File: config.mk
export PLATFORM = sky130hd
export DESIGN_NAME = alu_simd_seq
export DESIGN_NICKNAME = d
export VERILOG_FILES = /design/src/rtl/alu_simd_seq.sv
export SDC_FILE = /design/constraint.sdc
export NUM_CORES = 1
export LEC_CHECK = 0
export BUFFER_PORTS_ARGS = -buffer_cell sky130_fd_sc_hd__buf_2
export CAP_MARGIN = 20
export CORE_AREA = 2 2 149 151
export DETAILED_ROUTE_END_ITERATION = 12
export DIE_AREA = 0 0 151 153
export PLACE_DENSITY = 0.79
export REMOVE_ABC_BUFFERS = 1
export SETUP_SLACK_MARGIN = 0.02
export SYNTH_ARGS = -nofsm -noshare
export SYNTH_HDL_FRONTEND = slang
export SYNTH_SLANG_ARGS = --single-unit
File: constraint.sdc
create_clock -name clk -period 2.6 [get_ports clk]
set_input_delay 0.26 -clock clk [delete_from_list [all_inputs] [get_ports clk]]
set_output_delay 0.26 -clock clk [all_outputs]
set_load 0.005 [all_outputs]
File: src/rtl/alu_simd_seq.sv
// Multi-precision sequencer: runs one wide command through a 12-bit ALU,
// one slice per cycle, least significant slice first.
module alu_simd_seq #(
   parameter int SLICES = 4
) (
   input  logic                 clk,
   input  logic                 rst_n,
   input  logic                 in_valid,
   output logic                 in_ready,
   input  logic [2:0]           cmd,
   input  logic [12*SLICES-1:0] w,
   input  logic [12*SLICES-1:0] x,
   input  logic [12*SLICES-1:0] y,
   input  logic [12*SLICES-1:0] z,
   output logic                 out_valid,
   input  logic                 out_ready,
   output logic [12*SLICES-1:0] result,
   output logic [1:0]           cout_wxy,
   output logic [1:0]           cout_total,
   output logic [11:0]          alu_w,
   output logic [11:0]          alu_x,
   output logic [11:0]          alu_y,
   output logic [11:0]          alu_z,
   output logic [1:0]           alu_op,
   output logic                 alu_z_ctrl,
   output logic                 alu_s_ctrl,
   output logic                 alu_wxy_ctrl,
   output logic [1:0]           alu_cin_wxy,
   output logic [1:0]           alu_cin_zwxy,
   input  logic [11:0]          alu_s,
   input  logic [1:0]           alu_cout_wxy,
   input  logic [1:0]           alu_cout_zwxy
);

   localparam int N  = 12 * SLICES;
   localparam int IW = (SLICES > 2) ? $clog2(SLICES) : 1;
   localparam logic [IW-1:0] LAST = IW'(SLICES - 1);

   localparam logic [1:0] IDLE = 2'd0;
   localparam logic [1:0] RUN  = 2'd1;
   localparam logic [1:0] DONE = 2'd2;

   localparam logic [2:0] CMD_RSUB = 3'b010;

   logic [1:0]    state;
   logic [IW-1:0] idx;
   logic [2:0]    cmd_q;
   logic [N-1:0]  w_q, x_q, y_q, z_q;
   logic [N-1:0]  res_q;
   logic [1:0]    c_wxy, c_zwxy;

   logic [1:0] dec_op;
   logic       dec_zc, dec_sc, arith;

   assign in_ready   = (state == IDLE);
   assign out_valid  = (state == DONE);
   assign result     = res_q;
   // Logic commands never capture carries, so these stay 0 for them.
   assign cout_wxy   = c_wxy;
   assign cout_total = c_zwxy;

   assign arith = (cmd_q == 3'b000) || (cmd_q == 3'b001) || (cmd_q == 3'b010);

   always_comb begin
      dec_op = 2'b00;
      dec_zc = 1'b0;
      dec_sc = 1'b0;
      unique case (cmd_q)
         3'b000: ;
         3'b001: begin dec_zc = 1'b1; dec_sc = 1'b1; end
         3'b010: dec_zc = 1'b1;
         3'b011: dec_op = 2'b01;
         3'b100: dec_op = 2'b10;
         3'b101: dec_op = 2'b11;
         3'b110: begin dec_op = 2'b10; dec_zc = 1'b1; end
         3'b111: begin dec_op = 2'b11; dec_sc = 1'b1; end
      endcase
   end

   always_comb begin
      alu_w        = '0;
      alu_x        = '0;
      alu_y        = '0;
      alu_z        = '0;
      alu_op       = '0;
      alu_z_ctrl   = 1'b0;
      alu_s_ctrl   = 1'b0;
      alu_wxy_ctrl = 1'b0;
      alu_cin_wxy  = '0;
      alu_cin_zwxy = '0;
      if (state == RUN) begin
         alu_w      = w_q[12*idx +: 12];
         alu_x      = x_q[12*idx +: 12];
         alu_y      = y_q[12*idx +: 12];
         alu_z      = z_q[12*idx +: 12];
         alu_op     = dec_op;
         alu_z_ctrl = dec_zc;
         alu_s_ctrl = dec_sc;
         if (arith) begin
            alu_cin_wxy  = c_wxy;
            alu_cin_zwxy = c_zwxy;
         end
      end
   end

   always_ff @(posedge clk) begin
      if (!rst_n) begin
         state  <= IDLE;
         idx    <= '0;
         cmd_q  <= '0;
         w_q    <= '0;
         x_q    <= '0;
         y_q    <= '0;
         z_q    <= '0;
         res_q  <= '0;
         c_wxy  <= '0;
         c_zwxy <= '0;
      end else begin
         case (state)
            IDLE: begin
               if (in_valid) begin
                  cmd_q  <= cmd;
                  w_q    <= w;
                  x_q    <= x;
                  y_q    <= y;
                  z_q    <= z;
                  idx    <= '0;
                  c_wxy  <= '0;
                  // RSUB's +1 of the two's complement enters as carry-in.
                  c_zwxy <= {1'b0, cmd == CMD_RSUB};
                  state  <= RUN;
               end
            end
            RUN: begin
               res_q[12*idx +: 12] <= alu_s;
               if (arith) begin
                  c_wxy  <= alu_cout_wxy;
                  c_zwxy <= alu_cout_zwxy;
               end
               if (idx == LAST) begin
                  state <= DONE;
               end else begin
                  idx <= idx + 1'b1;
               end
            end
            DONE: begin
               if (out_ready) begin
                  state <= IDLE;
               end
            end
            default: state <= IDLE;
         endcase
      end
   end

endmodule

# Word-level counts from Yosys, hierarchy flattened
# Cells that the tools add are included.
[classes] addsub=2 multipliers=1 n_eq_ne=16 shift=6 muxes=27 reduce_logical=13
[ops] op="variable part select 48 x 7 -> 12 bit" n=4
[ops] op="bitwise mux 48 bit" n=1
[ops] op="2-to-1 mux 12 bit" n=4
[ops] op="variable shift 12 x 34 -> 48 bit (first input constant)" n=1
[ops] op="variable part select 12 x 34 -> 48 bit" n=1
[ops] op="negator 6 -> 34 bit" n=1
[ops] op="2-to-1 mux 2 bit" n=13
[ops] op="equality test 3 bit (second input constant)" n=4
[ops] op="case mux 2 bit (2 select lines)" n=3
[ops] op="case mux 2 bit (3 select lines)" n=2
[ops] op="equality test 3 x 2 -> 1 bit (second input constant)" n=3
[ops] op="AND reduction 3 bit" n=3
[ops] op="!= test 2 bit (second input constant)" n=3
[ops] op="OR reduction 2 bit" n=3
[ops] op="equality test 2 bit (second input constant)" n=2
[ops] op="multiplier 2 x 2 -> 4 bit (first input constant)" n=1
[ops] op="2-to-1 mux 1 bit" n=4
[ops] op="!= test 2 x 1 -> 1 bit (second input constant)" n=2
[ops] op="equality test 3 x 1 -> 1 bit (second input constant)" n=1
[ops] op="logical NOT 3 bit" n=1
[ops] op="OR reduction 3 bit" n=1
[ops] op="adder 2 x 1 -> 2 bit (second input constant)" n=1
[ops] op="equality test 2 x 1 -> 1 bit (second input constant)" n=1
[ops] op="logical NOT 2 bit" n=1
[ops] op="3 further kinds" n=4
[totals] ff_bits=251 inputBits=215 out_inout_bits=111 wordCells=75

# Depth between registers and ports, before layout
[logic_depth] ltp_word=5 ltp_mapped=10 ltp_nobuf=5

# Least setup slack after synthesis
# OpenSTA, ideal clock, no wires.
[synth_path] path_type="reg-to-reg" startpoint="reg idx[1]" endpoint="reg res_q[36] (netlist: result[36])" setup_ns=0.074 t_arrival_ns=2.194 required_ns=2.526 setup_slack_ns=0.332 path_stages_with_launch=10 n_path_buf=4 synth_period_minus_slack_ns=2.268 path_cell_list="dfxtp_1 -> clkbuf_1 -> buf_1 -> inv_1 -> ha_1 -> buf_6 -> buf_2 -> nor3_1 -> a22oi_1 -> o21ai_0"
[synth_via] elab_chain_len=4 elab_cells_between_ends=5 cone_classes="add/sub (1); mul (1); shift (2); mux (1)"
[synth_lines] item="start: declaration" line="46" text="logic [IW-1:0] idx;"
[synth_lines] item="start signal: assignment" line="143" text="idx <= idx + 1'b1;"
[synth_lines] item="multiplier 2 x 2 -> 4 bit *" line="135" text="res_q[12*idx +: 12] <= alu_s;"
[synth_lines] item="negator 6 -> 34 bit *" line="135"
[synth_lines] item="variable part select 12 x 34 -> 48 bit or variable shift 12 x 34 -> 48 bit (tied branches)" line="135"
[synth_lines] item="bitwise mux 48 bit *" line="135"
[synth_lines] item="end signal: indexed assignment" line="135"
[synth_lines] item="end: declaration" line="49" text="logic [N-1:0] res_q;"
# Mark *: on every way between the ends. The rest lies on a longest branch, timed or not.
# A chain may end at the register's enable or synchronous reset.

# Worst setup path after layout
[layout_path] startpoint="reg state[0]" endpoint="out alu_w[5]"
[layout_via] elab_chain_len=2
[layout_lines] item="start: declaration" line="45" text="logic [1:0] state;"
[layout_lines] item="start signal: assignment" line="108" text="state <= IDLE;"
[layout_lines] item="start signal: assignment" line="131" text="state <= RUN;"
[layout_lines] item="start signal: assignment" line="141" text="state <= DONE;"
[layout_lines] item="equality test 2 x 1 -> 1 bit" line="91" text="if (state == RUN) begin"
[layout_lines] item="2-to-1 mux 12 bit" line="91"
[layout_lines] item="end: declaration" line="20" text="output logic [11:0] alu_w,"
# Every way passes these cells.

==> summary.txt <==
Clock network
  – Postcts setup bufs: 0
  – Clock Latency Late Sink: 0.55 ns
  – CTS HTree Levels: 1
  – CTS tree: done
  – Clk slew on worst S/H paths: 0.06 ns
  – Max Buffers Root-to-Sink: 3
  – Root buf cell: clkbuf_16
  – Sink Count: between 200 and 300
  – Cts bufs inserted: 27

Setup path
  – Worst Setup End Kind: output port
  – Slowest stage delay, CP: 0.65 ns
  – Slowest-stage cell, CP: dfxtp_1
  – Worst path cell trace: nor2b_4 > buf_4 > and2_1 > buf_2
  – Required time worst endpoint: roughly 2.3 ns
  – Setup CP Type: register to output port
  – Crit path DAT: around 2.2 ns
  – Worst-path fanout max: 31
  – Worst setup SP type: register

Floorplan
  – Core area: ~21000 um^2
  – Row cnt: 54
  – Die ar.: 23100 um^2
  – # IOs: about 330
  – Initial core utilization: 0.511
  – Die Span Y: between 150 and 200 um
  – Chip Width: between 150 and 200 um

Placement
  – Port Buffer Count: 324
  – Pre-CTS setup slack: 0.576 ns
  – Cells after DPL: 1779
  – Placed cell area: 12700 um^2
  – DP Wirelength: between 20000 and 25000 um
  – Final GP Congestion: approximately 0.9

Final layout
  – Commonest non-fill, non-tap cells in the layout: nand2_1, buf_2, dfxtp_1
  – Area Growth Syn to Fin: 41.6%
  – Final std cells w/o fill: 2029
  – Commonest non-fill, non-tap cell in the layout: nand2_1
  – Nets@finish: 1948
  – Share of post-route cells with drive strength above 1: 0.260
  – Post-route cell area: approximately 16000 um^2

Yosys
  – Cell Area, Synth: between 10000 and 15000 um^2
  – Distinct cells, synth: 43
  – Ranking of synthesized cells by area: dfxtp_1, nand2_1, a21oi_1
  – Mux share of post-synthesis cell area: 0.114
  – Cells after synthesis: between 1000 and 1500
  – Largest family of logic cells by synthesized area: simple AND/OR/NAND/NOR gates
  – Post-Synth Adder-Cell Area: 0.00797
  – Top cell type's share of synthesized area: 0.457
  – Post-synthesis simple-gate area fraction: 0.219
  – YS warnings: 0
  – Post-synthesis register bit count: roughly 250
  – Synth area leader: dfxtp_1
  – Synth Area in Compound Gates: 0.148
  – Post-Synth XOR/XNOR Area: 0.000797
  – Syn_area_per_cell: roughly 8.7 um^2
  – Sequential area share after synthesis: 0.457

STA
  – Final WS setup: approximately 0.17 ns
  – Post-Route Skew: around 0.021 ns
  – Final Hold Fails: 0
  – Slew margin rel.: 0.417
  – Max-slew violations: 0
  – Achievable Freq: between 400 and 500 MHz
  – Tmin final: 2.43 ns
  – RSZ-0062 raised after global routing: false
  – Final setup fails: 0
  – Tcrit/Tclk final: 0.935
  – Worst Tran Pin Value: roughly 0.87 ns

Power
  – Pwr Total: ~9.5 mW
  – PwrDens: ~610 nW/um^2
  – Net Sw Frac: 0.267
  – Leak Pwr: 6.56 nW
  – Net switching power: about 2.5 mW
  – Peak VDD IR: roughly 0.00054 V
  – Cell Int Power: 6.94 mW
  – Comb pwr share: 0.156
  – Clk pwr share: 0.402
  – Reg power frac: 0.442

Global route
  – Antenna violations before repair: 5
  – First-pass GRT wire length: ~62000 um
  – Total Routing Usage GR: 0.338
  – Total congestion overflow: 0
  – Largest net degree at the start of global routing: around 140
  – Vias in the first global route: roughly 12000

Detailed routing
  – WL per Instance: 19.7 um
  – # DRC: 0
  – First-pass detailed-route iteration total: 5
  – Total number of vias: approximately 12000
  – Routed WL: approximately 40000 um
  – Vias/cell: between 5 and 6
  – Iteration-0 DRC Markers: between 1000 and 1500
  – DRT antenna net count: 0

Outcome
  – Status: complete, no violations

Worst hold path
  – Worst Hold Class: input pin to register

Flow run
  – Max_cap viols: 0
final timing paths:
check	startpoint	end	slack, ns	cells past startpoint
worst max register to register	state[0]	y_q[42]	0.52	4
worst min register to register	result[45]	result[45]	0.45	2
worst max-delay path	state[0]	alu_w[5]	0.17	4
worst min-delay path	alu_cout_zwxy[0]	cout_total[0]	0.03	3
worst max-delay path: cells and delay by family, from the launching register on:
family        cells  cell delay, ns
flops             1            0.65
buf+inv           2            0.51
simple gates      2            0.47
through the flow:
step / TNS (ns) / utilization / hold WS [ns]
after global routing: 0 / 0.724 / 0.0335
final: 0 / 0.724 / 0.0287
after global placement: 0 / 0.590 / 0.437
after floorplan: -1937.74 / - / 0.393
after CTS: 0 / 0.724 / 0.0158
after detailed placement: 0 / 0.590 / 0.442
synth_stat cells, drive strengths merged:
| master | number |
|---|---|
| inv | 5 |
| nor3 | 2 |
| nor3b | 4 |
| mux4 | 48 |
| nor4b | 3 |
| a32o | 12 |
| nor2b | 3 |
| nand3 | 28 |
| and2 | 49 |
| a211oi | 5 |
| a21oi | 219 |
| o21ai | 16 |
| o2bb2ai | 2 |
| xor2 | 1 |
| mux2 | 4 |
| nand2b | 2 |
| o211ai | 2 |
| nor4 | 2 |
| clkbuf | 49 |
| nand3b | 4 |
| ha | 7 |
| a32oi | 4 |
| a21o | 1 |
| a22oi | 9 |
| nand2 | 412 |
| a22o | 10 |
| a311oi | 3 |
| dfxtp | 251 |
| a221oi | 4 |
| and3 | 6 |
| mux2i | 13 |
| buf | 61 |
| conb | 1 |
| nor2 | 8 |
| or3b | 1 |
| and3b | 14 |
flip-flops by register name (all words and copies together) (netlist names):
signal	cells
result	48
w_q	48
x_q	48
y_q	48
z_q	48
cmd_q	3
cout_total	2
cout_wxy	2
idx	2
state	2
layout make-up:
| cell class | instances | area [um^2] |
|---|---|---|
| Antenna cell | 5 | 12.5 |
| Clock buffer | 36 | 769 |
| Clock inverter | 11 | 108 |
| Fill cell | 1350 | 5930 |
| Inverter | 5 | 23.8 |
| Multi-Input combinational cell | 899 | 5410 |
| Sequential cell | 251 | 5030 |
| Tap cell | 280 | 350 |
| Timing Repair Buffer | 542 | 3860 |
logic make-up (layout without fill, tap and decap cells):
family,count (synthesis),in the layout
AND/OR/NAND/NOR,538,538
buffers and inverters,115,594
flip-flops,251,251
other,1,6
multiplexers,65,65
AO/OA/AOI/OAI,287,287
adder cells (fa/ha/maj),7,7
XOR/XNOR,1,1
routing by layer:
| layer | GRT usage | wire length (um) |
|---|---|---|
| met5 | 0 | 0 |
| met1 | 0.394 | 14200 |
| met3 | 0.0773 | 3820 |
| met4 | 0.224 | 2980 |
| met2 | 0.552 | 19000 |
power by group through the flow:
stage	sequential, mW	clock (mW)	combinational [mW]
floorplan	4.25	0	0.725
global placement	4.23	0	1.13
detailed placement	4.24	0	1.15
CTS	4.16	3.83	1.39
global route	4.19	3.99	1.59
finish	4.18	3.81	1.47
repair_timing:
item	in CTS	in global routing
gates resized for setup	1	0
hold buffers	198	0
setup endpoints to repair	3	0
endpoints found under the hold margin	198	0
No activity file was read; power rests on OpenSTA's default activity.
